--- src/rtl/vga_pkg.sv ---
// Shared 640x480@60 raster timing constants and pixel colour type used by the
// scan controller and every sprite renderer.
package vga_pkg;
    localparam int H_ACTIVE = 640;
    localparam int H_FP     = 16;
    localparam int H_SYNC   = 96;
    localparam int H_BP     = 48;
    localparam int H_TOTAL  = 800;
    localparam int V_ACTIVE = 480;
    localparam int V_FP     = 10;
    localparam int V_SYNC   = 2;
    localparam int V_BP     = 33;
    localparam int V_TOTAL  = 525;

    typedef logic [11:0] rgb_t;

    localparam rgb_t FG_DEFAULT = 12'hFFF;
    localparam rgb_t BG_DEFAULT = 12'h000;
endpackage

--- src/rtl/vga_align_pipe.sv ---
// Fixed-depth delay line with a per-bit reset value; lines raster control up
// with the renderer's px latency.
module vga_align_pipe #(
    parameter int               DEPTH   = 1,
    parameter int               WIDTH   = 1,
    parameter logic [WIDTH-1:0] RST_VAL = '0
) (
    input  logic             clk,
    input  logic             RESET,
    input  logic [WIDTH-1:0] d,
    output logic [WIDTH-1:0] q
);
    logic [DEPTH-1:0][WIDTH-1:0] stage;

    always_ff @(posedge clk) begin
        if (RESET) begin
            stage <= {DEPTH{RST_VAL}};
        end else begin
            stage[0] <= d;
            for (int i = 1; i < DEPTH; i++) stage[i] <= stage[i-1];
        end
    end

    assign q = stage[DEPTH-1];
endmodule

--- src/rtl/vga_scan_ctrl.sv ---
// 640x480@60 scan master: raster counters, renderer addressing, sync/blank aligned
// to the px latency. Define VGA_BORDER_EN to force a one-pixel FG_RGB frame.
module vga_scan_ctrl
    import vga_pkg::*;
#(
    parameter int   PX_LAT = 1,
    parameter rgb_t FG_RGB = FG_DEFAULT,
    parameter rgb_t BG_RGB = BG_DEFAULT
) (
    input  logic        clk,
    input  logic        RESET,
    input  logic        px,
    output logic [8:0]  row_addr,
    output logic [9:0]  col_addr,
    output logic        fresh,
    output logic        hs,
    output logic        vs,
    output logic [11:0] rgb,
    output logic [15:0] frame_cnt
);
    logic [9:0]  h_cnt, v_cnt, h_next, v_next;
    logic        h_end, v_end;
    logic [15:0] frame_q;
    logic        video_on, hs_raw, vs_raw;
    logic [2:0]  ctl_d;
    logic        video_on_d, hs_d, vs_d, pix_on;

    assign h_end = (h_cnt == 10'(H_TOTAL - 1));
    assign v_end = (v_cnt == 10'(V_TOTAL - 1));

    always_comb begin
        h_next = h_end ? 10'd0 : h_cnt + 10'd1;
        v_next = v_cnt;
        if (h_end) v_next = v_end ? 10'd0 : v_cnt + 10'd1;
    end

    // fresh is taken from the next count so it toggles on the same edge as v_cnt
    always_ff @(posedge clk) begin
        if (RESET) begin
            h_cnt   <= '0;
            v_cnt   <= '0;
            fresh   <= 1'b1;
            frame_q <= '0;
        end else begin
            h_cnt <= h_next;
            v_cnt <= v_next;
            fresh <= (v_next < 10'(V_ACTIVE));
            if (h_end && v_end) frame_q <= frame_q + 16'd1;
        end
    end

    assign row_addr  = v_cnt[8:0];
    assign col_addr  = h_cnt;
    assign frame_cnt = frame_q;

    assign video_on = (h_cnt < 10'(H_ACTIVE)) && (v_cnt < 10'(V_ACTIVE));
    assign hs_raw   = !((h_cnt >= 10'(H_ACTIVE + H_FP)) && (h_cnt < 10'(H_ACTIVE + H_FP + H_SYNC)));
    assign vs_raw   = !((v_cnt >= 10'(V_ACTIVE + V_FP)) && (v_cnt < 10'(V_ACTIVE + V_FP + V_SYNC)));

    vga_align_pipe #(.DEPTH(PX_LAT), .WIDTH(3), .RST_VAL(3'b011)) u_ctl_pipe (
        .clk   (clk),
        .RESET (RESET),
        .d     ({video_on, hs_raw, vs_raw}),
        .q     (ctl_d)
    );
    assign {video_on_d, hs_d, vs_d} = ctl_d;

`ifdef VGA_BORDER_EN
    logic [18:0] pos_d;
    logic [8:0]  row_d;
    logic [9:0]  col_d;

    vga_align_pipe #(.DEPTH(PX_LAT), .WIDTH(19), .RST_VAL(19'd0)) u_pos_pipe (
        .clk   (clk),
        .RESET (RESET),
        .d     ({row_addr, col_addr}),
        .q     (pos_d)
    );
    assign {row_d, col_d} = pos_d;
    assign pix_on = px || (row_d == 9'd0) || (row_d == 9'(V_ACTIVE - 1))
                       || (col_d == 10'd0) || (col_d == 10'(H_ACTIVE - 1));
`else
    assign pix_on = px;
`endif

    // Syncs get the same output register as rgb so all pins share PX_LAT+1 latency
    always_ff @(posedge clk) begin
        if (RESET) begin
            hs  <= 1'b1;
            vs  <= 1'b1;
            rgb <= '0;
        end else begin
            hs  <= hs_d;
            vs  <= vs_d;
            rgb <= video_on_d ? (pix_on ? FG_RGB : BG_RGB) : 12'h000;
        end
    end
endmodule
--- config.mk ---
export PLATFORM = sky130hd
export DESIGN_NAME = vga_scan_ctrl
export DESIGN_NICKNAME = d
export VERILOG_FILES = /design/src/rtl/vga_pkg.sv /design/src/rtl/vga_align_pipe.sv /design/src/rtl/vga_scan_ctrl.sv
export SDC_FILE = /design/constraint.sdc
export NUM_CORES = 1
export LEC_CHECK = 0
export BUFFER_PORTS_ARGS = -buffer_cell sky130_fd_sc_hd__buf_2
export CAP_MARGIN = 20
export CELL_PAD_IN_SITES_DETAIL_PLACEMENT = 1
export CELL_PAD_IN_SITES_GLOBAL_PLACEMENT = 1
export CORE_UTILIZATION = 37
export CTS_BUF_LIST = sky130_fd_sc_hd__clkbuf_8
export CTS_CLUSTER_DIAMETER = 60
export DETAILED_ROUTE_END_ITERATION = 7
export GPL_ROUTABILITY_DRIVEN = 0
export PLACE_DENSITY_LB_ADDON = 0.1
export SLEW_MARGIN = 20
export SYNTH_ARGS = -nofsm -noshare
export SYNTH_HDL_FRONTEND = slang
export SYNTH_SLANG_ARGS = --single-unit
--- constraint.sdc ---
create_clock -name clk -period 1.9 [get_ports clk]
set_input_delay 0.38 -clock clk [delete_from_list [all_inputs] [get_ports clk]]
set_output_delay 0.38 -clock clk [all_outputs]
set_load 0.02 [all_outputs]
==> impl_results.md <==
* Hold-fix buffers, CTS at 0
* Vias per cell at approximately 5
* Initial antenna violation count at 0
* Storage cell area at between 800 and 900 µm²
* Dpl hpwl at about 4000 µm
* Post-route antenna net violation count at 0
* Async set-reset flop share out of synthesis at 0
* Drt total wl at between 5000 and 6000 µm
* Vias in the first global route at ~1800
* Overflow left after global routing at 0
* DR vias at between 1500 and 2000
* CTS Sinks at 43
* Critical Path Sink: frame_cnt[13]
* Final setup vio count at 0
* Pre-antenna DRT Iters at 4
* Skew-Pair Late Insertion Delay at 0.30 ns
* Max H-tree Level at 2
* Cts bufs inserted at 5
* Post-CTS setup buffers at 0
* Number of synthesized flops with an enable pin at 0
* Max_slew headroom at 0.7788
* Reg2reg path depth at 7
* Fillers at around 710
* Initial Util at 0.3855
* Cell variety after synth at 37
* RSZ-0062 raised after global routing: false
* Worst reg-to-reg setup slack at around 0.11 ns
* Final worst-path cycle share at 0.9424
* Worst Path Arrival at 1.99 ns
* FP Rows at 27
* Largest net degree at the start of global routing at 15
* DR iter-0 viols at 43
* Worst VDD drop at ~330 µV
* CTS Buffer Depth at 2
* Worst-Margin Slew at ~0.33 ns
* Critical path class: reg -> reg
* Multi-input gate area at between 1000 and 1500 µm²
* Min-delay worst type: in -> reg
* Worst reg2reg startpoint: v_cnt[0]
* Synth Net Count at between 200 and 300
* Mapped Area at 2136 µm²
* Final hold slack at roughly 0.31 ns
* Layout area overhead at 22.03%
* Setup Skew at 0.01056 ns
* Yosys warnings at 0
* # IOs at 53
* Min cycle time layout at around 1.8 ns
* Syn Inst Count at roughly 250
* Final hold vios at 0
* Post-layout nets at a little over 300
* IO buf count at between 50 and 60
* Die W at 77.98 µm
* Maxcap violations at 0
* CORE AREA at 5540 µm²
* Crit-path max FO at 3
* Routed wire per std cell at around 14 µm
* Nature of the critical path endpoint: register
* Pleak at 1.112 nW
* R2r endpoint: frame_cnt[13]
* Outcome: finished, final reports clean
* Global-route wire length before repair at 8866 µm
* P per Cell Area at 703.5 nW/µm²
* Fin Setup TNS at 0 ns
* Critical path startpoint category: register
* Overall Global Routing Usage at 0.1863
* Die Y at 77.98 µm
* Finished Core Util at 0.4704
* CTS tree: yes
* Share of cells above drive strength 1 at 0.3144
* Post-synthesis register bit count at 43
* Max Freq at about 560 MHz
* CP required at 2.10 ns
* Max Slew Vio Count at 0
* ANT cells at 0
* Sequential-to-total area share from yosys stat at 0.4030
* Top FF cell, synth: dfxtp_1
* Clock Root Buffer: clkbuf_8
* DRC errors left at 0
* Crit path from: v_cnt[0]
* Reg clk slew, reported paths at around 0.090 ns
* Mean post-synth cell area at between 8 and 9 µm²
* DIE AREA at just over 6000 µm²
[layer usage]
metal,part of all wire,track usage,wire [µm],vias to the layer above
li1,-,-,-,919
met1,0.47,0.2360,2478,887
met2,0.47,0.3044,2478,39
met3,0.039,0.04941,206,6
met4,0.013,0.06481,68,0
met5,0,0,0,-
[synthesized netlist by cell type, drive strengths merged, types with 2 or more instances]
cell | count | area (µm²)
a21oi | 7 | 38.79
nand3 | 11 | 60.06
and2 | 4 | 25.02
o21ai | 7 | 35.03
nor2 | 38 | 150.1
nand4 | 10 | 77.57
buf | 23 | 176.4
nand2 | 19 | 71.32
and3 | 6 | 37.54
nor3 | 8 | 45.04
inv | 6 | 22.52
or2 | 2 | 12.51
or4 | 3 | 22.52
nor3b | 3 | 22.52
mux2i | 2 | 20.02
nand3b | 2 | 15.01
xnor2 | 14 | 122.6
xor2 | 13 | 113.9
nor4 | 3 | 18.77
ha | 5 | 62.56
dfxtp | 43 | 860.8
or3 | 2 | 12.51
clkbuf | 3 | 11.26
and4 | 5 | 43.79
[flip-flops by register name, indices dropped and copies added (netlist names)]
register and flops:
u_ctl_pipe.q 3, rgb 1, frame_cnt 16, v_cnt 10, col_addr 10, fresh 1, hs 1, vs 1
[report_power, final]
part           internal, mW  total, mW  switching, mW
Clock                 0.520      0.843          0.323
Combinational        0.0248     0.0745         0.0498
Sequential            0.909      0.916        0.00697
Total                  1.45       1.83          0.380
[placed cells by master, fill, tap and decap left out, types with 3 or more instances in the layout]
| master | netlist | routed |
|---|---|---|
| buf_2 | 0 | 52 |
| dfxtp_1 | 43 | 41 |
| nor2_1 | 37 | 37 |
| nand2_1 | 19 | 19 |
| buf_4 | 22 | 19 |
| xnor2_1 | 14 | 14 |
| xor2_1 | 13 | 12 |
| nand3_1 | 10 | 10 |
| nand4_1 | 9 | 9 |
| inv_1 | 6 | 7 |
| nor3_1 | 7 | 7 |
| o21ai_0 | 7 | 7 |
| a21oi_1 | 6 | 6 |
| and3_1 | 6 | 6 |
| ha_1 | 5 | 5 |
| clkbuf_8 | 0 | 5 |
| and2_1 | 4 | 4 |
| and4_1 | 5 | 3 |
| nor3b_1 | 3 | 3 |
[cell type report]
type / count / area share
inverters: 6 / 0.008641
clock inverters: 3 / 0.02448
flip-flops and latches: 43 / 0.3313
well taps: 72 / 0.03457
repair buffers: 71 / 0.1546
multi-input cells: 171 / 0.4201
clock buffers: 5 / 0.02640
[stage by stage]
stage | cell area (µm²) | cells | power [mW] | worst slack, ns
after CTS | 2577 | 371 | 1.866 | 0.04384
after global placement | 2444 | 363 | 1.012 | 0.1045
after global routing | 2606 | 371 | 1.919 | 0.01030
after detailed placement | 2444 | 363 | 1.013 | 0.02125
final | 2606 | 371 | 1.834 | 0.1095
after floorplan | 2138 | 246 | 0.9936 | 0.04502
[critical path, cell delays in order (launching register included)]
cell	delay (ns)
dfxtp_1	0.32
inv_1	0.09
ha_1	0.15
and4bb_2	0.30
nand4_4	0.11
or4_4	0.51
xor2_2	0.16
nor2_1	0.05
[logic make-up after synthesis]
| kind of cell | Yosys count | share of synthesized area |
|---|---|---|
| AO/OA/AOI/OAI | 18 | 0.04863 |
| XOR/XNOR | 27 | 0.1107 |
| adder cells (fa/ha/maj) | 5 | 0.02929 |
| buffers and inverters | 32 | 0.09842 |
| flip-flops | 43 | 0.4030 |
| multiplexers | 2 | 0.009374 |
| AND/OR/NAND/NOR | 119 | 0.3005 |
[what timing repair did]
item | 4_1_cts | 5_1_grt
gates resized for setup | 1 | 7
setup endpoints to repair | 2 | 5
hold endpoints to repair | 0 | 0
[how the worst min path moves through the flow]
stage	from	end	slack [ns]	depth (start not counted)
floorplan	u_ctl_pipe.q[1]	hs	0.39	1
global placement	u_ctl_pipe.q[0]	vs	0.39	1
detailed placement	u_ctl_pipe.q[1]	hs	0.40	1
CTS	px	rgb[10]	0.31	3
global route	px	rgb[10]	0.32	3
finish	px	rgb[10]	0.31	3
Power figures use the tool's default switching activity.
